File: config.mk
export PLATFORM = sky130hd
export DESIGN_NAME = qpsk_carrier_modulator
export DESIGN_NICKNAME = d
export VERILOG_FILES = /design/src/rtl/qpsk_carrier_modulator.sv
export SDC_FILE = /design/constraint.sdc
export NUM_CORES = 1
export LEC_CHECK = 0
export ABC_AREA = 1
export BUFFER_PORTS_ARGS = -buffer_cell sky130_fd_sc_hd__buf_2
export CAP_MARGIN = 40
export CORE_UTILIZATION = 35
export DETAILED_ROUTE_END_ITERATION = 8
export PLACE_DENSITY_LB_ADDON = 0.25
export SETUP_SLACK_MARGIN = 0.2
export SLEW_MARGIN = 25
export SYNTH_ARGS = -nofsm -noshare
export SYNTH_HDL_FRONTEND = slang
export SYNTH_SLANG_ARGS = --single-unit
File: constraint.sdc
create_clock -name clk -period 1.9 [get_ports clk]
set_clock_uncertainty 0.05 [all_clocks]
set_input_delay 0.475 -clock clk [delete_from_list [all_inputs] [get_ports clk]]
set_output_delay 0.475 -clock clk [all_outputs]
set_load 0.01 [all_outputs]
File: src/rtl/qpsk_carrier_modulator.sv
`default_nettype none
// ============================================================================
// qpsk_carrier_modulator: QPSK symbol intake (valid/ready, one-deep hold) and
// +/-1 mixing of the NCO cos/sin pair into a signed sample stream, 2-stage pipe.
// Optional differential quadrant encoding: define QPSK_DIFF_ENC_EN.
// Revision: 1.0
// ============================================================================
module qpsk_carrier_modulator #(
  parameter int DATA_WIDTH    = 16,
  parameter int SYMBOL_CYCLES = 2000,
  parameter int CNT_WIDTH     = 16
) (
  input  logic                         clk,
  input  logic                         rst_n,
  input  logic [1:0]                   sym_data,
  input  logic                         sym_valid,
  output logic                         sym_ready,
  input  logic [DATA_WIDTH-1:0]        sin_in,
  input  logic [DATA_WIDTH-1:0]        cos_in,
  output logic signed [DATA_WIDTH:0]   mod_out,
  output logic                         mod_valid,
  output logic                         sym_start,
  output logic                         busy
);

  localparam int                   MSB      = DATA_WIDTH - 1;
  localparam logic [CNT_WIDTH-1:0] LAST_CNT = CNT_WIDTH'(SYMBOL_CYCLES - 1);

  typedef enum logic [0:0] {
    IDLE = 1'b0,
    RUN  = 1'b1
  } state_t;

  state_t               state;
  logic [CNT_WIDTH-1:0] cnt;
  logic                 hold_full;
  logic [1:0]           hold_data;
  logic [1:0]           cur_data;

  logic                 xfer;
  logic                 sym_end;
  logic                 load_cur;
  logic [1:0]           next_sym;
  logic [1:0]           next_tx;

  assign sym_ready = !hold_full;
  assign xfer      = sym_valid && sym_ready;
  assign sym_end   = (state == RUN) && (cnt == LAST_CNT);

  // A waiting hold symbol always wins; otherwise the incoming one bypasses hold.
  assign next_sym  = hold_full ? hold_data : sym_data;
  assign load_cur  = (state == IDLE) ? (xfer || hold_full)
                                     : (sym_end && (hold_full || xfer));

`ifdef QPSK_DIFF_ENC_EN
  logic [1:0] prev_quad;
  logic [1:0] tx_quad;

  // Gray dibit <-> quadrant index (00->0, 01->1, 11->2, 10->3) is self-inverse.
  function automatic logic [1:0] gray_swap(input logic [1:0] v);
    return {v[1], v[1] ^ v[0]};
  endfunction

  assign tx_quad = prev_quad + gray_swap(next_sym);
  assign next_tx = gray_swap(tx_quad);

  always_ff @(posedge clk or negedge rst_n) begin
    if (!rst_n) begin
      prev_quad <= 2'd0;
    end else if (load_cur) begin
      prev_quad <= tx_quad;
    end
  end
`else
  assign next_tx = next_sym;
`endif

  always_ff @(posedge clk or negedge rst_n) begin
    if (!rst_n) begin
      state     <= IDLE;
      cnt       <= '0;
      hold_full <= 1'b0;
      hold_data <= 2'b00;
      cur_data  <= 2'b00;
    end else begin
      if (load_cur) begin
        cur_data <= next_tx;
      end
      case (state)
        IDLE: begin
          cnt <= '0;
          if (load_cur) begin
            state     <= RUN;
            hold_full <= 1'b0;
          end
        end
        RUN: begin
          if (sym_end) begin
            cnt       <= '0;
            hold_full <= 1'b0;
            if (!load_cur) begin
              state <= IDLE;
            end
          end else begin
            cnt <= cnt + CNT_WIDTH'(1);
            if (xfer) begin
              hold_full <= 1'b1;
              hold_data <= sym_data;
            end
          end
        end
        default: state <= IDLE;
      endcase
    end
  end

  logic signed [DATA_WIDTH-1:0] cos_s;
  logic signed [DATA_WIDTH-1:0] sin_s;
  logic signed [DATA_WIDTH-1:0] i_term;
  logic signed [DATA_WIDTH-1:0] q_term;
  logic signed [DATA_WIDTH-1:0] i_s1;
  logic signed [DATA_WIDTH-1:0] q_s1;
  logic                         act_s1;
  logic                         start_s1;

  // Offset-binary to two's complement; negation by inversion keeps -(-2^(N-1)) in range.
  assign cos_s  = {~cos_in[MSB], cos_in[MSB-1:0]};
  assign sin_s  = {~sin_in[MSB], sin_in[MSB-1:0]};
  assign i_term = cur_data[1] ? ~cos_s : cos_s;
  assign q_term = cur_data[0] ? ~sin_s : sin_s;

  always_ff @(posedge clk or negedge rst_n) begin
    if (!rst_n) begin
      i_s1      <= '0;
      q_s1      <= '0;
      act_s1    <= 1'b0;
      start_s1  <= 1'b0;
      mod_out   <= '0;
      mod_valid <= 1'b0;
      sym_start <= 1'b0;
    end else begin
      act_s1    <= (state == RUN);
      start_s1  <= (state == RUN) && (cnt == '0);
      i_s1      <= (state == RUN) ? i_term : '0;
      q_s1      <= (state == RUN) ? q_term : '0;
      mod_out   <= {i_s1[MSB], i_s1} + {q_s1[MSB], q_s1};
      mod_valid <= act_s1;
      sym_start <= start_s1;
    end
  end

  assign busy = (state == RUN) || act_s1 || mod_valid;

endmodule
`default_nettype wire
# Word level (Yosys, flattened, before mapping)
# Cells that the tools add are included.
# word_totals
ff_bits,75
out_inout_bits,21
# op_classes
n_addsub,2
n_eq_ne,3
mux,15
n_bitwise,6
n_reduce_logical,11
# op_table
cell,count
2-to-1 mux 16 bit,5
inverter 16 bit,2
one-hot mux 16 bit (2 select lines),1
adder 16 x 16 -> 17 bit,1
"adder 16 x 1 -> 16 bit, second input constant",1
"== test 16 x 11 -> 1 bit, second input constant",1
zero test 16 bit,1
2-to-1 mux 1 bit,6
logical AND 1 bit,4
inverter 1 bit,4
one-hot mux 1 bit (2 select lines),2
logical OR 1 bit,3
"inequality test 3 x 1 -> 1 bit, second input constant",1
AND reduction 3 bit,1
2-to-1 mux 2 bit,1
"inequality test 2 bit, second input constant",1
AND reduction 2 bit,1
zero test 1 bit,1

# Depth between registers and ports, before layout
# depth
depth_word,8
ltp_mapped,10

# Worst setup path before layout
# No wires, ideal clock.
# synth_timing
kind,register -> register
start,register i_s1[0]
end,register mod_out[14]
arrival_ps,1458
t_required_ps,1733
path_slack_ps,276
stages_incl_launch_ff,11
path_buffers,0
synth_period_minus_slack_ps,1624
cell_sequence,dfrtp_1 > ha_1 > fa_1 > nand2_1 > nand2_1 > nand3b_1 > nand2_1 > nand2_1 > nand2_1 > nand2_1 > nand2_1
# synth_via
elab_chain_len,1
# synth_lines
element,line_no,source
start: declaration,121,logic signed [DATA_WIDTH-1:0] i_s1;
start signal: assignment,144,i_s1 <= (state == RUN) ? i_term : '0;
adder 16 x 16 -> 17 bit,146,"mod_out <= {i_s1[MSB], i_s1} + {q_s1[MSB], q_s1};"
end signal: assignment,146,
end: declaration,20,"output logic signed [DATA_WIDTH:0] mod_out,"
# No other way between the ends.
# A chain may end at the register's enable or synchronous reset.

# Final worst setup path
# layout_timing
start,register mod_valid
end,output busy
# layout_via
elab_chain_len,1
# layout_lines
element,line_no,source
start: declaration,21,"output logic mod_valid,"
start signal: assignment,147,mod_valid <= act_s1;
logical OR 1 bit,152,assign busy = (state == RUN) || act_s1 || mod_valid;
end: declaration,23,output logic busy
# No other way between the ends.

==> run_summary.xml <==
<?xml version="1.0" encoding="UTF-8"?>
<metrics>
  <group name="clock_network">
    <metric name="worst_skew_pair.late_latency" unit="ps">340</metric>
    <metric name="numCtsBuffers" unit="">9</metric>
    <metric name="tritoncts_sinks" unit="">75</metric>
    <metric name="max-clock-path-buffers" unit="">2</metric>
    <metric name="clk_transition_reported_paths" unit="ps">80</metric>
    <metric name="cts_root_buffer" unit="">sky130_fd_sc_hd__clkbuf_8</metric>
    <metric name="clock_tree.htree_level_count" unit="">3</metric>
    <metric name="ctsHoldBuffers" unit="">0</metric>
    <metric name="cts_tree" unit="">built</metric>
  </group>
  <group name="grt">
    <metric name="global_route_overflow" unit="">0</metric>
    <metric name="antenna_violations_before_repair" unit="">0</metric>
    <metric name="grt_pass1_vias" unit="">3079</metric>
    <metric name="grt_max_degree" unit="">76</metric>
    <metric name="global_route_wire_length_before_repair" unit="mm">13.7</metric>
    <metric name="track_usage" unit="%">15.2</metric>
  </group>
  <group name="floorplan">
    <metric name="start_util" unit="%">36.0</metric>
    <metric name="top_level_ports" unit="">58</metric>
    <metric name="die-width" unit="um">108</metric>
    <metric name="die_span_y" unit="um">108</metric>
    <metric name="die_area" unit="um2">11600</metric>
    <metric name="fp-row-count" unit="">38</metric>
    <metric name="core_area" unit="um2">10900</metric>
  </group>
  <group name="power">
    <metric name="post-layout-total-power" unit="mW">3.79</metric>
    <metric name="peakVddDrop" unit="uV">310</metric>
    <metric name="power_density" unit="nW/um2">799</metric>
    <metric name="cellLeakagePower" unit="nW">2.45</metric>
  </group>
  <group name="setup_path">
    <metric name="worstReg2RegEnd" unit="">mod_out[14]</metric>
    <metric name="worstReg2RegStart" unit="">q_s1[0]</metric>
    <metric name="cp_data_arrival_time" unit="ps">1230</metric>
    <metric name="worst_setup_path_start_kind" unit="">register</metric>
    <metric name="kind_of_critical_path" unit="">register to output port</metric>
    <metric name="crit_end" unit="">busy</metric>
    <metric name="critical_path.endpoint_type" unit="">output port</metric>
    <metric name="rrSetupSlack" unit="ps">240</metric>
    <metric name="timing.critical_path.from" unit="">mod_valid</metric>
    <metric name="critical_path.max_fanout" unit="">2</metric>
    <metric name="crit_required" unit="ps">1370</metric>
    <metric name="worst_r2r_path_depth" unit="">10</metric>
  </group>
  <group name="final_layout">
    <metric name="diodes" unit="">0</metric>
    <metric name="finalCoreUtilization" unit="%">43.6</metric>
    <metric name="area_growth" unit="%">20.8</metric>
    <metric name="num-nets-final" unit="">602</metric>
    <metric name="drive_above_1_share" unit="%">19.6</metric>
  </group>
  <group name="yosys">
    <metric name="synth_nets" unit="">533</metric>
    <metric name="synth.yosys.seq_area_share" unit="%">47.8</metric>
    <metric name="synth.distinct_cells" unit="">27</metric>
    <metric name="avgSynthCellArea" unit="um2">8.23</metric>
    <metric name="post_synth_inst_count" unit="">477</metric>
    <metric name="flip_flop_and_latch_count_after_synthesis" unit="">75</metric>
    <metric name="syn-cell-area" unit="um2">3930</metric>
    <metric name="yosysWarningCount" unit="">0</metric>
  </group>
  <group name="routing">
    <metric name="firstDrtPassIters" unit="">4</metric>
    <metric name="detail_route.drc_violations" unit="">0</metric>
    <metric name="via_count" unit="">3100</metric>
    <metric name="via_per_inst" unit="">4.49</metric>
    <metric name="routed_wl" unit="mm">7.88</metric>
    <metric name="post_drt_wl_per_cell" unit="um">11.4</metric>
    <metric name="detail-route-antenna-nets" unit="">0</metric>
    <metric name="detailedRoute.firstIterationViolations" unit="">56</metric>
  </group>
  <group name="sta">
    <metric name="tns" unit="ps">0</metric>
    <metric name="worst_tran_pin_value" unit="ps">493</metric>
    <metric name="max_freq" unit="GHz">0.571</metric>
    <metric name="finalHoldViolations" unit="">0</metric>
    <metric name="finalWorstPathRequiredPeriod" unit="ps">1750</metric>
    <metric name="worst_hold_slack" unit="ps">90.8</metric>
    <metric name="rel_slew_slack" unit="%">67.1</metric>
    <metric name="number_of_pins_with_negative_max_slew_slack_in_the_final_report" unit="">0</metric>
    <metric name="finalCritPeriodShare" unit="%">92.1</metric>
    <metric name="setup_viol_count_final" unit="">0</metric>
    <metric name="rsz_0062_raised_after_global_routing" unit="">true</metric>
    <metric name="postLayoutSetupSlackWorst" unit="ps">150</metric>
  </group>
  <group name="placed_design">
    <metric name="hpwlAfterDp" unit="mm">5.97</metric>
    <metric name="port-buffer-count" unit="">57</metric>
    <metric name="gpl.final_weighted_congestion" unit="">0.927</metric>
    <metric name="detailedPlace.worstSlack" unit="ps">147</metric>
  </group>
  <group name="flow_run">
    <metric name="timing.max_cap.violations" unit="">0</metric>
  </group>
  <group name="status">
    <metric name="status" unit="">completed</metric>
  </group>
  <group name="worst_hold_path">
    <metric name="timing.hold.worst.class" unit="">primary input to async pin</metric>
  </group>
</metrics>
registers in the layout, summed over array words and instances (netlist names):
signal and cells:
hold_full 1, cur_data 2, state 1, start_s1 1
cnt 16, mod_valid 1, hold_data 2, i_s1 16
q_s1 16, act_s1 1, mod_out 17, sym_start 1
kinds of logic (layout without fill, tap and decap cells):
group           Yosys count  after routing  share of synthesized area [%]
compound gates           14             14                           1.85
simple gates            251            252                           26.8
fa+ha+maj                19             19                           6.25
flops                    75             75                           47.8
buf+inv                  75            148                           7.68
xor+xnor                 43             43                           9.60
placed cells by master, fill, tap and decap left out, types with 3 or more instances in the layout:
cell type,instances
sky130_fd_sc_hd__nand2_1,115
sky130_fd_sc_hd__dfrtp_1,75
sky130_fd_sc_hd__nor2_1,68
sky130_fd_sc_hd__inv_1,63
sky130_fd_sc_hd__buf_2,57
sky130_fd_sc_hd__xnor2_1,32
sky130_fd_sc_hd__nand3_1,22
sky130_fd_sc_hd__nor3_1,15
sky130_fd_sc_hd__ha_1,15
sky130_fd_sc_hd__nand2_2,14
sky130_fd_sc_hd__a21oi_1,11
sky130_fd_sc_hd__xor2_1,11
sky130_fd_sc_hd__clkbuf_8,10
sky130_fd_sc_hd__buf_4,8
sky130_fd_sc_hd__nand4_1,7
sky130_fd_sc_hd__bufinv_16,3
metrics by stage:
step / area [um2] / std cells
6_report: 4740 / 691
5_1_grt: 4740 / 691
4_1_cts: 4660 / 686
3_5_place_dp: 4400 / 670
3_3_place_gp: 4400 / 670
2_1_floorplan: 3930 / 477
where the power goes:
group | leakage (nW) | total, mW | switching (mW) | internal [mW]
clock | 0.126 | 1.51 | 0.604 | 0.911
combinational | 1.42 | 0.548 | 0.321 | 0.228
sequential | 0.900 | 1.73 | 0.0294 | 1.70
timing repair:
item / in CTS / in global routing
pin swaps: 1 / 8
cloned: 0 / 1
buffers inserted: 0 / 4
resized for setup: 3 / 12
setup endpoints to repair: 5 / 11
synth_stat cells:
cell,n,area share (%)
sky130_fd_sc_hd__a21oi_1,11,1.4
sky130_fd_sc_hd__buf_2,7,0.89
sky130_fd_sc_hd__buf_8,1,0.38
sky130_fd_sc_hd__clkbuf_1,2,0.19
sky130_fd_sc_hd__dfrtp_1,75,48
sky130_fd_sc_hd__fa_1,1,0.51
sky130_fd_sc_hd__ha_1,18,5.7
sky130_fd_sc_hd__inv_1,63,6.0
sky130_fd_sc_hd__inv_2,2,0.19
sky130_fd_sc_hd__nand2_1,126,12
sky130_fd_sc_hd__nand2_2,2,0.32
sky130_fd_sc_hd__nand2_4,1,0.29
sky130_fd_sc_hd__nand3_1,22,2.8
sky130_fd_sc_hd__nand3b_1,2,0.38
sky130_fd_sc_hd__nand4_1,7,1.1
sky130_fd_sc_hd__nor2_1,68,6.5
sky130_fd_sc_hd__nor2_2,1,0.16
sky130_fd_sc_hd__nor2_4,1,0.29
sky130_fd_sc_hd__nor3_1,15,1.9
sky130_fd_sc_hd__nor3b_1,1,0.19
sky130_fd_sc_hd__nor4_1,2,0.32
sky130_fd_sc_hd__o21ai_1,2,0.26
sky130_fd_sc_hd__o21bai_1,1,0.19
sky130_fd_sc_hd__or2_2,2,0.32
sky130_fd_sc_hd__or3_1,1,0.16
sky130_fd_sc_hd__xnor2_1,32,7.1
sky130_fd_sc_hd__xor2_1,11,2.5
layout make-up:
type / instances / area [um2]
Clock buffer: 10 / 138
Clock inverter: 6 / 113
Fill cell: 1119 / 6150
Inverter: 65 / 244
Multi-Input combinational cell: 328 / 1810
Sequential cell: 75 / 1880
Tap cell: 140 / 175
Timing Repair Buffer: 67 / 385
layer usage:
metal,track usage (%),up-vias,share of wire [%]
met2,25.5,51,50
met1,18.7,1434,45
met5,0,-,0
met4,4.79,0,1.7
met3,4.42,13,3.7
li1,-,1602,-
worst max-delay path, cell delays in order (launching register included):
cell	delay (ps)
sky130_fd_sc_hd__dfrtp_1	380
sky130_fd_sc_hd__or3_1	360
sky130_fd_sc_hd__buf_2	140
how the worst min path moves through the flow:
stage	to	cells past startpoint	slack (ps)
2_1_floorplan	act_s1	0	130
3_3_place_gp	sym_start	0	290
3_5_place_dp	sym_start	0	290
4_1_cts	mod_out[1]	2	100
5_1_grt	mod_out[5]	2	110
6_report	mod_out[4]	2	90
Power figures use the tool's default switching activity.
